## src/rtl/mac_rx_pkg.sv

```systemverilog
// Shared types and helpers for the 10G MAC receive packer.
// Holds width helpers, default sizes, assembler states, FIFO entry layout.
package mac_rx_pkg;

  function automatic int clog2(input int v);
    int r;
    r = 0;
    while ((1 << r) < v) r++;
    return r;
  endfunction

  function automatic int in_ew(input int ib);
    return (clog2(ib) > 1) ? clog2(ib) : 1;
  endfunction

  localparam int IN_BYTES_DEF = 4;
  localparam int RATIO_DEF    = 2;
  localparam int OUT_BYTES    = IN_BYTES_DEF * RATIO_DEF;
  localparam int IN_EW        = in_ew(IN_BYTES_DEF);
  localparam int OUT_EW       = clog2(OUT_BYTES);

  typedef enum logic [1:0] {
    ST_IDLE = 2'd0,
    ST_PKT  = 2'd1,
    ST_DROP = 2'd2
  } asm_st_e;

  // Entry layout, LSB first: data, empty, eop, sop, err.
  function automatic int off_empty(input int ob);
    return ob * 8;
  endfunction

  function automatic int off_eop(input int ob);
    return ob * 8 + clog2(ob);
  endfunction

  function automatic int off_sop(input int ob);
    return off_eop(ob) + 1;
  endfunction

  function automatic int off_err(input int ob);
    return off_eop(ob) + 2;
  endfunction

  function automatic int ent_w(input int ob);
    return off_eop(ob) + 3;
  endfunction

endpackage

```

## src/rtl/mac_rx_pkt_packer_if.sv

```systemverilog
// Narrow MAC beat input and wide packed-word output with valid/ready.
// master: beat source + word consumer; slave: the packer.
interface mac_rx_pkt_packer_if
  import mac_rx_pkg::*;
#(
  parameter int IN_BYTES = 4,
  parameter int RATIO    = 2
);
  localparam int OB  = IN_BYTES * RATIO;
  localparam int IEW = in_ew(IN_BYTES);
  localparam int OEW = clog2(OB);

  logic [IN_BYTES*8-1:0] in_data;
  logic [IEW-1:0]        in_empty;
  logic                  in_vld;
  logic                  in_sop;
  logic                  in_eop;
  logic [OB*8-1:0]       out_data;
  logic [OEW-1:0]        out_empty;
  logic                  out_sop;
  logic                  out_eop;
  logic                  out_err;
  logic                  out_vld;
  logic                  out_ready;

  modport master (
    output in_data, in_empty, in_vld, in_sop, in_eop,
    output out_ready,
    input  out_data, out_empty, out_sop, out_eop,
    input  out_err, out_vld
  );

  modport slave (
    input  in_data, in_empty, in_vld, in_sop, in_eop,
    input  out_ready,
    output out_data, out_empty, out_sop, out_eop,
    output out_err, out_vld
  );

endinterface

```

## src/rtl/mac_rx_pkt_packer_sync_fwft_fifo.sv

```systemverilog
// Single-clock first-word-fall-through FIFO, power-of-2 depth.
// Ports: clk/rst_n, wr_en_i/wr_data_i, rd_en_i/rd_data_o, full_o, empty_o.
module sync_fwft_fifo
  import mac_rx_pkg::*;
#(
  parameter int WIDTH = 8,
  parameter int DEPTH = 4
) (
  input  logic             clk,
  input  logic             rst_n,
  input  logic             wr_en_i,
  input  logic [WIDTH-1:0] wr_data_i,
  input  logic             rd_en_i,
  output logic [WIDTH-1:0] rd_data_o,
  output logic             full_o,
  output logic             empty_o
);
  localparam int AW = clog2(DEPTH);

  logic [WIDTH-1:0] mem_q [DEPTH];
  logic [AW:0]      wp_q;
  logic [AW:0]      rp_q;
  logic             do_rd;
  logic             do_wr;

  assign empty_o = (wp_q == rp_q);
  assign full_o  = (wp_q[AW] != rp_q[AW]) &&
                   (wp_q[AW-1:0] == rp_q[AW-1:0]);
  assign do_rd   = rd_en_i && !empty_o;
  // A push into a full FIFO is legal when the head leaves this cycle.
  assign do_wr   = wr_en_i && (!full_o || do_rd);
  assign rd_data_o = mem_q[rp_q[AW-1:0]];

  always_ff @(posedge clk or negedge rst_n) begin
    if (!rst_n) begin
      wp_q <= '0;
      rp_q <= '0;
      for (int i = 0; i < DEPTH; i++) mem_q[i] <= '0;
    end else begin
      if (do_wr) begin
        mem_q[wp_q[AW-1:0]] <= wr_data_i;
        wp_q <= wp_q + (AW+1)'(1);
      end
      if (do_rd) rp_q <= rp_q + (AW+1)'(1);
    end
  end

endmodule

```

## src/rtl/mac_rx_pkt_packer.sv

```systemverilog
// Packs RATIO MAC beats into one wide word, drops/marks packets on overflow.
// Ports: clk_322, rst_n_322, bus (slave), clr_stats, drop_pkt_cnt, ovf_sticky.
module mac_rx_pkt_packer
  import mac_rx_pkg::*;
#(
  parameter int IN_BYTES   = 4,
  parameter int RATIO      = 2,
  parameter int FIFO_DEPTH = 4,
  parameter int CNT_W      = 16
) (
  input  logic               clk_322,
  input  logic               rst_n_322,
  mac_rx_pkt_packer_if.slave bus,
  input  logic               clr_stats,
  output logic [CNT_W-1:0]   drop_pkt_cnt,
  output logic               ovf_sticky
);
  localparam int OB  = IN_BYTES * RATIO;
  localparam int BW  = IN_BYTES * 8;
  localparam int DW  = OB * 8;
  localparam int OEW = clog2(OB);
  localparam int LW  = clog2(RATIO);
  localparam int FW  = ent_w(OB);

  asm_st_e          st_q, st_d;
  logic [LW-1:0]    lane_q, lane_d, lane_c;
  logic [DW-1:0]    acc_q, acc_d, acc_c, acc_n;
  logic             sop_q, sop_d;
  logic             wr_q, wr_d, wr_c;
  logic             abt_q, abt_d;
  logic [CNT_W-1:0] cnt_q, cnt_d;
  logic             ovf_q, ovf_d;
  logic [CNT_W:0]   sum;
  logic [1:0]       inc;
  logic             take, done, blocked;
  logic             old_abt, abt_set, ovf_set;
  logic             push, pop, full, empty, full_eff;
  logic [FW-1:0]    push_w, rd_w;
  logic [OEW-1:0]   ine, emp;

  assign pop      = !empty && bus.out_ready;
  assign full_eff = full && !pop;

  // A sop beat restarts assembly regardless of leftover lanes.
  assign lane_c = bus.in_sop ? '0 : lane_q;
  assign acc_c  = bus.in_sop ? '0 : acc_q;
  assign wr_c   = bus.in_sop ? 1'b0 : wr_q;
  assign acc_n  = acc_c |
    (DW'(bus.in_data) << ((RATIO - 1 - int'(lane_c)) * BW));
  assign done   = (lane_c == LW'(RATIO - 1)) || bus.in_eop;
  assign ine    = (IN_BYTES > 1) ? OEW'(bus.in_empty) : '0;
  assign emp    = OEW'((RATIO - 1 - int'(lane_c)) * IN_BYTES) + ine;

  always_comb begin
    st_d    = st_q;
    lane_d  = lane_q;
    acc_d   = acc_q;
    sop_d   = sop_q;
    wr_d    = wr_q;
    inc     = '0;
    take    = 1'b0;
    blocked = 1'b0;
    old_abt = 1'b0;
    abt_set = 1'b0;
    ovf_set = 1'b0;
    push    = 1'b0;
    push_w  = '0;

    if (bus.in_vld) begin
      if (bus.in_sop) begin
        if (st_q == ST_PKT) begin
          inc     = inc + 2'd1;
          old_abt = wr_q;
        end
        lane_d = '0;
        acc_d  = '0;
        sop_d  = 1'b1;
        wr_d   = 1'b0;
        // Pending abort: the new packet is discarded whole.
        if (abt_q) begin
          inc  = inc + 2'd1;
          st_d = bus.in_eop ? ST_IDLE : ST_DROP;
        end else begin
          take = 1'b1;
        end
      end else if (st_q == ST_PKT) begin
        take = 1'b1;
      end else if (st_q == ST_DROP && bus.in_eop) begin
        st_d = ST_IDLE;
      end
    end

    if (take) begin
      if (done) begin
        acc_d  = '0;
        lane_d = '0;
        // The abort word owns the write port until it is out.
        blocked = full_eff || abt_q || old_abt;
        if (!blocked) begin
          push   = 1'b1;
          push_w = {1'b0, sop_q || bus.in_sop, bus.in_eop,
                    bus.in_eop ? emp : '0, acc_n};
          sop_d  = 1'b0;
          wr_d   = 1'b1;
          st_d   = bus.in_eop ? ST_IDLE : ST_PKT;
        end else begin
          ovf_set = full_eff;
          inc     = inc + 2'd1;
          st_d    = bus.in_eop ? ST_IDLE : ST_DROP;
        end
      end else begin
        acc_d  = acc_n;
        lane_d = lane_c + LW'(1);
        st_d   = ST_PKT;
      end
    end

    abt_set = old_abt || (take && done && blocked && wr_c);
    abt_d   = abt_q || abt_set;
    if (abt_d && !full_eff) begin
      push   = 1'b1;
      push_w = {1'b1, 1'b0, 1'b1, OEW'(OB - 1), DW'(0)};
      abt_d  = 1'b0;
    end

    sum = {1'b0, cnt_q} + (CNT_W+1)'(inc);
    if (clr_stats) begin
      cnt_d = '0;
      ovf_d = 1'b0;
    end else begin
      cnt_d = sum[CNT_W] ? '1 : sum[CNT_W-1:0];
      ovf_d = ovf_q || ovf_set;
    end
  end

  always_ff @(posedge clk_322 or negedge rst_n_322) begin
    if (!rst_n_322) begin
      st_q   <= ST_IDLE;
      lane_q <= '0;
      acc_q  <= '0;
      sop_q  <= 1'b0;
      wr_q   <= 1'b0;
      abt_q  <= 1'b0;
      cnt_q  <= '0;
      ovf_q  <= 1'b0;
    end else begin
      st_q   <= st_d;
      lane_q <= lane_d;
      acc_q  <= acc_d;
      sop_q  <= sop_d;
      wr_q   <= wr_d;
      abt_q  <= abt_d;
      cnt_q  <= cnt_d;
      ovf_q  <= ovf_d;
    end
  end

  sync_fwft_fifo #(
    .WIDTH (FW),
    .DEPTH (FIFO_DEPTH)
  ) u_fifo (
    .clk       (clk_322),
    .rst_n     (rst_n_322),
    .wr_en_i   (push),
    .wr_data_i (push_w),
    .rd_en_i   (bus.out_ready),
    .rd_data_o (rd_w),
    .full_o    (full),
    .empty_o   (empty)
  );

  assign bus.out_data  = rd_w[DW-1:0];
  assign bus.out_empty = rd_w[off_empty(OB) +: OEW];
  assign bus.out_eop   = rd_w[off_eop(OB)];
  assign bus.out_sop   = rd_w[off_sop(OB)];
  assign bus.out_err   = rd_w[off_err(OB)];
  assign bus.out_vld   = !empty;
  assign drop_pkt_cnt  = cnt_q;
  assign ovf_sticky    = ovf_q;

endmodule

```

## src/flat_wrapper.sv

```systemverilog
// flat-port wrapper written by rule: the top's interface ports become plain ports
module mac_rx_pkt_packer_flat import mac_rx_pkg::*;
#(
  parameter int IN_BYTES   = 4,
  parameter int RATIO      = 2,
  parameter int FIFO_DEPTH = 4,
  parameter int CNT_W      = 16
)
  (clk_322, rst_n_322, clr_stats, drop_pkt_cnt, ovf_sticky, bus_in_data, bus_in_empty, bus_in_vld, bus_in_sop, bus_in_eop, bus_out_ready, bus_out_data, bus_out_empty, bus_out_sop, bus_out_eop, bus_out_err, bus_out_vld);
  mac_rx_pkt_packer_if #(.IN_BYTES(IN_BYTES), .RATIO(RATIO)) bus_i ();
  input  logic clk_322;
  input  logic rst_n_322;
  input  logic clr_stats;
  output logic [CNT_W-1:0] drop_pkt_cnt;
  output logic ovf_sticky;
  input wire logic [$bits(bus_i.in_data)-1:0] bus_in_data;
  input wire logic [$bits(bus_i.in_empty)-1:0] bus_in_empty;
  input wire logic [$bits(bus_i.in_vld)-1:0] bus_in_vld;
  input wire logic [$bits(bus_i.in_sop)-1:0] bus_in_sop;
  input wire logic [$bits(bus_i.in_eop)-1:0] bus_in_eop;
  input wire logic [$bits(bus_i.out_ready)-1:0] bus_out_ready;
  output wire logic [$bits(bus_i.out_data)-1:0] bus_out_data;
  output wire logic [$bits(bus_i.out_empty)-1:0] bus_out_empty;
  output wire logic [$bits(bus_i.out_sop)-1:0] bus_out_sop;
  output wire logic [$bits(bus_i.out_eop)-1:0] bus_out_eop;
  output wire logic [$bits(bus_i.out_err)-1:0] bus_out_err;
  output wire logic [$bits(bus_i.out_vld)-1:0] bus_out_vld;
  assign bus_i.in_data = bus_in_data;
  assign bus_i.in_empty = bus_in_empty;
  assign bus_i.in_vld = bus_in_vld;
  assign bus_i.in_sop = bus_in_sop;
  assign bus_i.in_eop = bus_in_eop;
  assign bus_i.out_ready = bus_out_ready;
  assign bus_out_data = bus_i.out_data;
  assign bus_out_empty = bus_i.out_empty;
  assign bus_out_sop = bus_i.out_sop;
  assign bus_out_eop = bus_i.out_eop;
  assign bus_out_err = bus_i.out_err;
  assign bus_out_vld = bus_i.out_vld;
  mac_rx_pkt_packer #(.IN_BYTES(IN_BYTES), .RATIO(RATIO), .FIFO_DEPTH(FIFO_DEPTH), .CNT_W(CNT_W)) u_core (.clk_322(clk_322), .rst_n_322(rst_n_322), .bus(bus_i), .clr_stats(clr_stats), .drop_pkt_cnt(drop_pkt_cnt), .ovf_sticky(ovf_sticky));
endmodule
```

## config.mk

```make
export PLATFORM = sky130hd
export DESIGN_NAME = mac_rx_pkt_packer_flat
export DESIGN_NICKNAME = d
export VERILOG_FILES = /design/src/rtl/mac_rx_pkg.sv /design/src/rtl/mac_rx_pkt_packer_if.sv /design/src/rtl/mac_rx_pkt_packer_sync_fwft_fifo.sv /design/src/rtl/mac_rx_pkt_packer.sv /design/src/flat_wrapper.sv
export SDC_FILE = /design/constraint.sdc
export NUM_CORES = 1
export LEC_CHECK = 0
export ABC_AREA = 0
export CAP_MARGIN = 20
export CORE_MARGIN = 5
export CORE_UTILIZATION = 24
export DETAILED_ROUTE_END_ITERATION = 16
export PLACE_DENSITY = 0.44
export SETUP_SLACK_MARGIN = 0.3
export SYNTH_ARGS = -nofsm -noshare
export SYNTH_HDL_FRONTEND = slang
export SYNTH_SLANG_ARGS = --single-unit
```

## constraint.sdc

```tcl
create_clock -name clk_322 -period 4.9 [get_ports clk_322]
set_clock_uncertainty 0.15 [all_clocks]
set_input_delay 0.49 -clock clk_322 [delete_from_list [all_inputs] [get_ports clk_322]]
set_output_delay 0.49 -clock clk_322 [all_outputs]
set_load 0.05 [all_outputs]
```

* Yosys cells after proc, flatten, opt, wreduce, memory -nomap -nowiden
Index checks and enable logic that the tools add are counted.
** Word-level totals
- Register bits after elaboration :: 373
- Latch bits :: 0
- RAM bits :: 0
- ROM bits :: 0
- Input port bits :: 41
- Output and inout bits :: 88
- Memories kept :: 0
** Cells by class
- Add/sub/neg operators :: 8
- Multiply operators :: 0
- Divide/modulo/power cells :: 0
- $lt $le $gt $ge :: 3
- Equal/unequal tests :: 7
- Shift operators :: 1
- Mux-type cells :: 68
- Bitwise logic cells :: 3
- Reductions and logical operators :: 25
** Operators with widths (count)
- 70-bit two-way mux :: 6
- 280-bit bitwise mux :: 1
- 64-bit two-way mux :: 4
- 70-bit binary-select mux with 2-bit select :: 1
- 70-bit demux with 2-bit select :: 1
- 69-bit two-way mux :: 1
- 64-bit OR :: 1
- 32-bit by 32-bit << shifter with 64-bit output :: 1
- 1-bit two-way mux :: 34
- 2-bit two-way mux :: 17
- 16-bit two-way mux :: 2
- 16-bit by 2-bit adder with 17-bit output :: 1
- 1-bit logical AND :: 10
- 1-bit logical OR :: 8
- 3-bit by 1-bit adder with 3-bit output (second input constant) :: 2
- 3-bit >= comparator (second input constant) :: 2
- 2-bit NOT with 3-bit output :: 2
- 2-bit by 1-bit adder with 2-bit output (second input constant) :: 2
- 1-bit logical NOT :: 4
- 4-bit AND reduction :: 1
- 3-bit by 2-bit adder with 3-bit output :: 1
- 3-bit == test :: 1
- 3-bit by 1-bit less-than comparator with 1-bit output (second input constant) :: 1
- 3-bit two-way mux :: 1
- 10 further kinds :: 10

* Longest topological paths before layout
Gate-level depths: netlist of the first run.
- Depth after elaboration :: 16
- Mapped depth :: 13
- Gate-level depth less buffers :: 10

* By module
Synthesis of the first run repeated with hierarchy kept, for this count alone.
** Unflattened totals
- Cells, all modules :: 1192
- Area total of the unflattened synthesis :: 17097.6 um2
** Modules (own cells, without submodules)
- sync_fwft_fifo :: instances 1, cells each 718, area an instance 12598.3 um2, seq. area each 7156.9 um2
- mac_rx_pkt_packer :: instances 1, cells each 474, area an instance 4499.3 um2, seq. area each 2177.1 um2

* Worst setup path before layout of the first run
Ideal clock, no wire load.
- Path kind :: register -> register
- From :: reg u_core.u_fifo.rp_q[1]
- To :: reg u_core.cnt_q[10], in the netlist u_core.drop_pkt_cnt[10]
- Setup time :: 0.078 ns
- Arrival time :: 3.203 ns
- Data required time :: 4.672 ns
- Slack :: 1.469 ns
- Cell stages (with the launch flop) :: 13
- Clock period less this slack :: 3.431 ns
- Cells stage by stage :: dfrtp_1 > buf_2 > xor2_1 > or4_4 > buf_6 > buf_2 > a211oi_1 > mux2i_1 > fa_1 > nand3_1 > or4_1 > clkbuf_1 > a21oi_1
** On the way
- Word-level cells in the longest chain between the ends :: 13
- Elaborated cells on any way between the ends :: 15
- Classes of those cells :: 1 x add/sub; 2 x eq/ne; 5 x mux; 7 x reduce/logical
** Ends and longest elaborated chain
- start, declared :: RTL line mac_rx_pkt_packer_sync_fwft_fifo.sv:22 : logic [AW:0] rp_q;
- start signal, assigned :: RTL line mac_rx_pkt_packer_sync_fwft_fifo.sv:44 : if (do_rd) rp_q <= rp_q + (AW+1)'(1);
- 3-bit == test :: RTL line mac_rx_pkt_packer_sync_fwft_fifo.sv:26 : assign empty_o = (wp_q == rp_q);
- 1-bit logical NOT :: RTL line mac_rx_pkt_packer.sv:41 : assign pop = !empty && bus.out_ready;
- 1-bit logical AND :: RTL line mac_rx_pkt_packer.sv:41
- 1-bit logical NOT :: RTL line mac_rx_pkt_packer.sv:42 : assign full_eff = full && !pop;
- 1-bit logical AND (*) :: RTL line mac_rx_pkt_packer.sv:42
- 1-bit logical OR (*) (2 in series) :: RTL line mac_rx_pkt_packer.sv:98 : blocked = full_eff || abt_q || old_abt;
- 2-bit two-way mux (*) :: RTL line mac_rx_pkt_packer.sv:99 : if (!blocked) begin
- 2-bit two-way mux (*) :: RTL line mac_rx_pkt_packer.sv:94 : if (done) begin
- 2-bit two-way mux (*) :: RTL line mac_rx_pkt_packer.sv:93 : if (take) begin
- 16-bit by 2-bit adder with 17-bit output (*) :: RTL line mac_rx_pkt_packer.sv:126 : sum = {1'b0, cnt_q} + (CNT_W+1)'(inc);
- 16-bit two-way mux (*) :: RTL line mac_rx_pkt_packer.sv:131 : cnt_d = sum[CNT_W] ? '1 : sum[CNT_W-1:0];
- 16-bit two-way mux (*) :: RTL line mac_rx_pkt_packer.sv:127 : if (clr_stats) begin
- via u_core.cnt_d[10] :: RTL line mac_rx_pkt_packer.sv:31 : logic [CNT_W-1:0] cnt_q, cnt_d;
- end signal, assigned :: RTL line mac_rx_pkt_packer.sv:153 : cnt_q <= cnt_d;
- end, declared :: RTL line mac_rx_pkt_packer.sv:31
Mark *: on every way through the listed nets, which the timed path passes. The rest lies on a longest branch.
A chain may end at the register's enable or synchronous reset.

* Worst setup path after layout of the first run
- From :: reg u_core.u_fifo.rp_q[0]
- To :: out bus_out_data[8]
** On the way
- Word-level cells in the longest chain between the ends :: 4
** Ends and longest elaborated chain
- 2-bit NOT with 3-bit output (not written as such) :: RTL line mac_rx_pkt_packer_sync_fwft_fifo.sv:32 : assign rd_data_o = mem_q[rp_q[AW-1:0]];
- 70-bit binary-select mux with 2-bit select :: RTL line mac_rx_pkt_packer_sync_fwft_fifo.sv:32
- 70-bit two-way mux (not written as such) (2 in series) :: RTL line mac_rx_pkt_packer_sync_fwft_fifo.sv:32
- end, declared :: RTL line flat_wrapper.sv:22 : output wire logic [$bits(bus_i.out_data)-1:0] bus_out_data;
Every way passes these cells. The select of a mux whose other input is x is not followed.

==> qor.yml, run 1 <==
cts:
  cts_tree: "built"
  h-tree-depth: 2
  cts-root-buf: "clkbuf_16"
  post_cts_buffers: 0
  clk_latency_ns: 0.57
  numCtsBuffers: 46
  path_clk_slew_ns: 0.06
  clk_path_buf_depth: 3
  cts.sinks: 373
sta:
  fin_crit_sh_pct: 82.6
  slew_viol_final: 0
  hold_viol: 0
  slew-limit-headroom_pct: 31.2
  holdWs_ns: 0.334
  max_freq_mhz: 247
  worst_slack_ns: 0.855
  tightest_slew_ns: 1.01
  finalSetupViolCount: 0
  tns_ns: 0
  fin_crit_ns: 4.04
  rsz0062_at_grt: "no"
power_and_ir_drop:
  p_leak_uw: 0.00896
  powerDensity_nw_per_um2: 639
  vdd.ir_drop.worst_uv: 382
  finalPower_uw: 13700
placed_design:
  gp_congestion: 0.744
  io_buffers: 128
  pre_cts_slack_ns: 0.819
  hpwl_mm: 34.2
drt:
  drc_errors: 0
  vias: 11419
  detail_route.wl_per_cell_um: 20.5
  drt_pass1_iterations: 4
  routed_wl_mm: 52.6
  antenna_left: 0
  viasPerCell: 4.45
  initialDrtViolationCount: 605
synthesis:
  yosys_warnings: 0
  synth_xor_area_share_pct: 0.793
  synth-edff-count: 0
  ys_seq_area_share_pct: 52.8
  yosys.area_share.simple_pct: 5.62
  synth-compound-area-share_pct: 7.07
  synth_top_area_cell: "dfrtp_1"
  muxShareOfSynthArea_pct: 24.2
  synth-seq-cells: 373
  syn_avg_cell_area_um2: 12.1
  syn_inst: 1460
  synth_nets: 1510
  ys.flop_type: "dfrtp_1"
  yosys.area_share.adder_pct: 0.680
  synth_cell_types: 58
  synth_top_family_by_area: "multiplexers"
  synth_top_area_share_pct: 52.8
  synth_area_leaders: "dfrtp_1 (53%), mux2i_1 (15%), mux4_2 (8.9%)"
  async_flop_share_pct: 100
  synth.cell_area_um2: 17700
die:
  die_h_um: 281
  io_pins: 129
  die-area_um2: 79200
  core_um2: 73000
  row_count: 99
  die_w_um: 281
  start_util_pct: 24.2
cells_and_area:
  drive_above_1_share_pct: 11.6
  area_growth_pct: 21.6
  final_nets: 1620
setup_path:
  crit_slowest_cell: "clkdlybuf4s50_1"
  end_kind: "primary output"
  cp_num_buf_inv: 2
  worstPathArrival_ns: 3.40
  reg2reg_depth: 9
  slowest_delay_ns: 0.75
  critPathTopFamily: "buffers and inverters"
  worstPathCellList: "buf_4, mux4_2, clkdlybuf4s50_1"
  required_ns: 4.26
  worst-path-stages: 3
  critPathMaxFanout: 32
  worst-setup-path-type: "reg -> out"
  startpoint_type: "flip-flop"
grt:
  grt_max_degree: 113
  grt_antenna_before_repair: 0
  top_usage_layer: "met2"
  overflow: 0
  use_met1_pct: 19.2
  met3_usage_pct: 2.86
  grtUsageTotal_pct: 13.3
  grt_pass1_vias: 12293
  grt_first_pass_wirelength_mm: 81.3
  grtUsageMet2_pct: 20.8
worst_hold_path:
  min_path_cells: 1
  hp-class: "reg -> reg"
flow_run:
  drv_cap: 0
outcome:
  outcome: "complete, no violations"
==> synth_stat cells, types with 2 or more instances <==
library cell  number
buf_1             10
dfrtp_1          373
a21oi_1           53
mux4_2            70
clkbuf_1          48
mux2i_1          262
o21a_1             2
and2_1            34
a211oi_1           2
a2bb2oi_1         12
a41o_1             2
buf_4             27
o31ai_1            2
nor2_1            40
and4_1             2
o2bb2ai_1          4
nor2b_1            3
a22o_1            64
ha_1               8
nand3_1           39
nand2b_1           4
a21o_1             2
xnor2_1            9
buf_2              6
nand2_1            8
buf_6              6
a311oi_1           2
nand4_1           34
mux2_4             2
nor3_1             4
inv_1            276
mux2_2             4
xor2_1             7
o21ai_0            6
o211a_1            6
nor4_1             4
a2111oi_0          2
==> final timing paths <==
path | startpoint | endpoint | slack (ns)
worst max-delay path | u_core.u_fifo.rp_q[0] | bus_out_data[8] | 0.86
worst min-delay path | u_core.acc_q[30] | u_core.acc_q[30] | 0.33
worst max register to register | u_core.u_fifo.rp_q[0] | u_core.drop_pkt_cnt[5] | 1.26
worst min register to register | u_core.acc_q[30] | u_core.acc_q[30] | 0.33
max in group asynchronous | rst_n_322 | u_core.u_fifo.mem_q[248] | 3.00
min in group asynchronous | rst_n_322 | u_core.u_fifo.mem_q[150] | 0.43
==> report_power, final <==
| part | total (uW) | leakage [uW] | internal, uW | switching [uW] |
|---|---|---|---|---|
| Sequential | 4710 | 0.00494 | 4120 | 591 |
| Combinational | 5750 | 0.00331 | 2260 | 3490 |
| Clock | 3280 | 0.000712 | 1930 | 1350 |
==> per-layer routing <==
| layer | vias to the layer above | routed length, um |
|---|---|---|
| li1 | 5227 | - |
| met1 | 5931 | 25400 |
| met2 | 201 | 24100 |
| met3 | 60 | 2200 |
| met4 | 0 | 883 |
| met5 | - | 0 |
==> through the flow <==
stage / util (%) / instances / instance area [um^2]
finish: 29.5 / 2564 / 21500
global route: 29.5 / 2563 / 21500
CTS: 29.5 / 2562 / 21500
detailed placement: 27.5 / 2479 / 20000
global placement: 27.5 / 2479 / 20000
floorplan: - / 1460 / 17700
==> placed cells by master, fill, tap and decap left out, types with 3 or more instances in the layout <==
cell / instances
buf_4: 19
o211a_4: 4
inv_1: 276
clkdlybuf4s50_1: 127
nor2_1: 40
nand2b_1: 4
xnor2_1: 9
ha_1: 8
buf_12: 10
clkinv_2: 9
dfrtp_1: 371
clkbuf_8: 8
a2bb2oi_1: 12
o21ai_0: 6
nor4_1: 4
clkbuf_16: 47
a21oi_1: 53
nand3_1: 39
mux2i_1: 262
and2_1: 34
nor2b_1: 3
o2bb2ai_1: 4
mux4_2: 70
nor3_1: 3
mux2_2: 4
nand2_1: 8
clkbuf_1: 15
xor2_1: 7
nand4_1: 34
a22o_1: 64
==> cells by family after synthesis <==
group | Yosys count
xor gates and xnor gates | 16
muxes | 339
DFF | 373
and+or+nand+nor | 182
AOI/OAI and AO/OA | 168
adders and majority gates | 9
buffers and inverters | 373
==> worst reg2reg max path, stage by stage (launching register included) <==
cell,delay (ns)
dfrtp_4,0.63
xor2_1,0.24
or4_4,0.54
a21oi_1,0.22
xnor2_1,0.17
ha_1,0.25
fa_1,0.32
nand3_1,0.12
or4_1,0.66
a21oi_1,0.24
==> registers in the layout, indices dropped and copies added (netlist names) <==
| name | count |
|---|---|
| u_core.sop_q | 1 |
| u_core.u_fifo.mem_q | 280 |
| u_core.acc_q | 64 |
| u_core.ovf_sticky | 1 |
| u_core.drop_pkt_cnt | 16 |
| u_core.u_fifo.wp_q | 3 |
| u_core.u_fifo.rp_q | 3 |
| u_core.wr_q | 1 |
| u_core.st_q | 2 |
| u_core.lane_q | 1 |
| u_core.abt_q | 1 |
==> what timing repair did <==
item	in CTS	in global routing
hold buffers	1	0
hold endpoints to repair	108	0
gates resized for setup	0	0
==> area by class of cell <==
cell class	instances	area (um^2)
fill	7350	51500
clock buffer	70	1340
antenna	1	2.50
sequential	373	9340
timing repair buffer	159	1650
inverter	276	1040
tap	959	1200
multi-input combinational	714	6840
clock inverter	12	92.6
Note: power is estimated with default switching activity, not from simulation.
==> run 2: changes to the inputs <==
--- a/config.mk
+++ b/config.mk
@@ -10,7 +10,7 @@
 export CORE_MARGIN = 5
 export CORE_UTILIZATION = 24
 export DETAILED_ROUTE_END_ITERATION = 16
-export PLACE_DENSITY = 0.44
+export PLACE_DENSITY = 0.46
 export SETUP_SLACK_MARGIN = 0.3
 export SYNTH_ARGS = -nofsm -noshare
 export SYNTH_HDL_FRONTEND = slang
==> constraint.sdc (replaced) <==
create_clock -name clk_322 -period 3.28 [get_ports clk_322]
set_clock_uncertainty 0.15 [all_clocks]
set_input_delay 0.328 -clock clk_322 [delete_from_list [all_inputs] [get_ports clk_322]]
set_output_delay 0.328 -clock clk_322 [all_outputs]
set_load 0.05 [all_outputs]
==> qor.yml, run 2 (synthesized netlist as in run 1, its figures left out) <==
grt:
  grt_antenna_before_repair: 1  # +1
  grtUsageTotal_pct: 13.3  # about the same
  grt_max_degree: 83  # -27%
  overflow: 0  # unchanged
  grt_first_pass_wirelength_mm: 81.6  # +0.32%
  grt_pass1_vias: 12747  # +3.7%
die:
  io_pins: 129  # unchanged
  die_h_um: 281  # unchanged
  start_util_pct: 24.2  # unchanged
  core_um2: 73000  # unchanged
  die_w_um: 281  # unchanged
  die-area_um2: 79200  # unchanged
  row_count: 99  # unchanged
cells_and_area:
  drive_above_1_share_pct: 19.2  # +7.6 points
  regMostFlops: "u_core.u_fifo.mem_q"
  largest_reg_flops: 280  # unchanged
  final_nets: 1662  # +2.6%
  layout_common_cells: "dfrtp_1 (371), inv_1 (276), mux2i_1 (262)"
  fillers: 7309  # -0.56%
  area_growth_pct: 26.5
  mostFrequentLayoutCell: "dfrtp_1"
cts:
  cts_tree: "built"
  cts.sinks: 373  # unchanged
  numCtsBuffers: 47  # +2.2%
  h-tree-depth: 2  # unchanged
  path_clk_slew_ns: 0.06  # about the same
  clk_path_buf_depth: 3  # unchanged
  cts-root-buf: "clkbuf_16"
  clk_latency_ns: 0.57  # about the same
drt:
  drc_errors: 0  # unchanged
  antenna_left: 0  # unchanged
  routed_wl_mm: 53.5  # +1.7%
  vias: 11713  # +2.6%
  viasPerCell: 4.49  # +0.92%
  detail_route.wl_per_cell_um: 20.5  # +0.11%
  initialDrtViolationCount: 774  # +28%
  drt_pass1_iterations: 5  # +1
sta:
  holdWs_ns: 0.239  # -0.0949 ns
  slew-limit-headroom_pct: 44.2  # +13 points
  hold_viol: 0  # unchanged
  max_freq_mhz: 323
  finalSetupViolCount: 0  # unchanged
  fin_crit_sh_pct: 94.4
  rsz0062_at_grt: "yes"
  fin_crit_ns: 3.10
  slew_viol_final: 0  # unchanged
  tightest_slew_ns: 0.837  # -0.169 ns
power_and_ir_drop:
  power_switching_share_pct: 38.7  # -0.78 points
  p_seq_share_pct: 32.2  # -2.1 points
  vdd.ir_drop.worst_uv: 458  # +20%
  powerDensity_nw_per_um2: 971  # +52%
  intPower_uw: 13300  # +60%
  p_leak_uw: 0.00947  # +5.6%
  finalPower_uw: 21700  # +58%
  power_frac_comb_pct: 43.9  # +2.1 points
  clockPowerShare_pct: 24.0  # about the same
  p_sw_uw: 8400  # +55%
placed_design:
  gp_congestion: 0.767  # +3.1%
  hpwl_mm: 34.7  # +1.3%
  io_buffers: 128  # unchanged
setup_path:
  cp_num_buf_inv: 2  # unchanged
  required_ns: 3.59  # -0.67 ns
  worstPathArrival_ns: 3.41  # about the same
  startpoint_type: "flip-flop"
  cpMostUsedCell: "buf_4"
  critPathMaxFanout: 3  # -91%
  worstPathCellList: "xor2_2, or4_4, a211oi_4, mux2i_1, buf_4, fa_2, nand4_1, buf_4, nor2_4, a41oi_2, a311oi_2"
  worst-setup-path-type: "reg -> reg"
  slowest_delay_ns: 0.60  # -0.15 ns
  critPathTopFamily: "simple AND/OR/NAND/NOR gates"
  crit_slowest_cell: "or4_4"
  end_kind: "flip-flop"
flow_run:
  drv_cap: 0  # unchanged
worst_hold_path:
  hp-class: "in -> async"
outcome:
  outcome: "complete, no violations"
[run 2: changes by cell type in the layout (fill, tap and decap cells not counted), moves of 3 or more]
cell / change
a21oi_1: -3
bufinv_16: +3
buf_4: +53
buf_12: +40
clkdlybuf4s50_1: -71
clkbuf_2: +14
clkinv_2: -3
[run 2: repair_timing]
item / in CTS / in global routing
endpoints found under the setup margin: 61 / 58
pin swaps: 7 / 1
hold buffers: 1 / 0
resized for setup: 29 / 35
cloned: 2 / 1
hold endpoints to repair: 75 / 0
buffers inserted: 3 / 1
[run 2: through the flow]
stage / cell area [um^2] / utilization (%) / std cells / setup TNS (ns) / setup WS (ns)
floorplan: 17700 / - / 1460 / 0 / 0.0182
global placement: 20700 / 28.3 / 2514 / -0.259 / -0.0812
detailed placement: 20700 / 28.3 / 2514 / -0.961 / -0.108
CTS: 22300 / 30.6 / 2603 / 0 / 0.157
global route: 22400 / 30.6 / 2606 / 0 / 0.0149
finish: 22400 / 30.6 / 2606 / 0 / 0.185
[run 2: power groups by stage]
stage | clock, uW | combinational [uW] | sequential (uW)
after detailed placement | 0 | 9610 | 7030
final | 5210 | 9520 | 6980
after floorplan | 0 | 6190 | 6780
after global placement | 0 | 9510 | 6950
after CTS | 5390 | 9700 | 6970
after global routing | 5550 | 10200 | 7170
[run 2: per-layer routing]
layer,vias up,GRT usage (%),wire [um]
li1,5301,-,-
met1,6083,19.0,25400
met2,262,20.9,24400
met3,67,2.43,2220
met4,0,3.66,1510
met5,-,0,0
[run 2: path summary, 6_finish.rpt]
kind	from	slack, ns	endpoint	cells after the start
min in group clk_322	u_core.acc_q[4]	0.33	u_core.acc_q[4]	1
max reg2reg	u_core.u_fifo.rp_q[1]	0.18	u_core.drop_pkt_cnt[12]	11
min	rst_n_322	0.24	u_core.u_fifo.mem_q[9]	2
max in group asynchronous	rst_n_322	1.86	u_core.u_fifo.mem_q[109]	3
min reg2reg	u_core.acc_q[4]	0.33	u_core.acc_q[4]	1
max	u_core.u_fifo.rp_q[1]	0.18	u_core.drop_pkt_cnt[12]	11
[run 2: area by class of cell]
| cell class | instances | area [um^2] | area share, % |
|---|---|---|---|
| clock inverter | 13 | 175 | 0.784 |
| timing repair buffer | 199 | 2290 | 10.3 |
| sequential | 373 | 9340 | 41.8 |
| antenna | 1 | 2.50 | 0.0112 |
| inverter | 276 | 1040 | 4.63 |
| tap | 959 | 1200 | 5.37 |
| clock buffer | 70 | 1360 | 6.09 |
| multi-input combinational | 715 | 6940 | 31.1 |
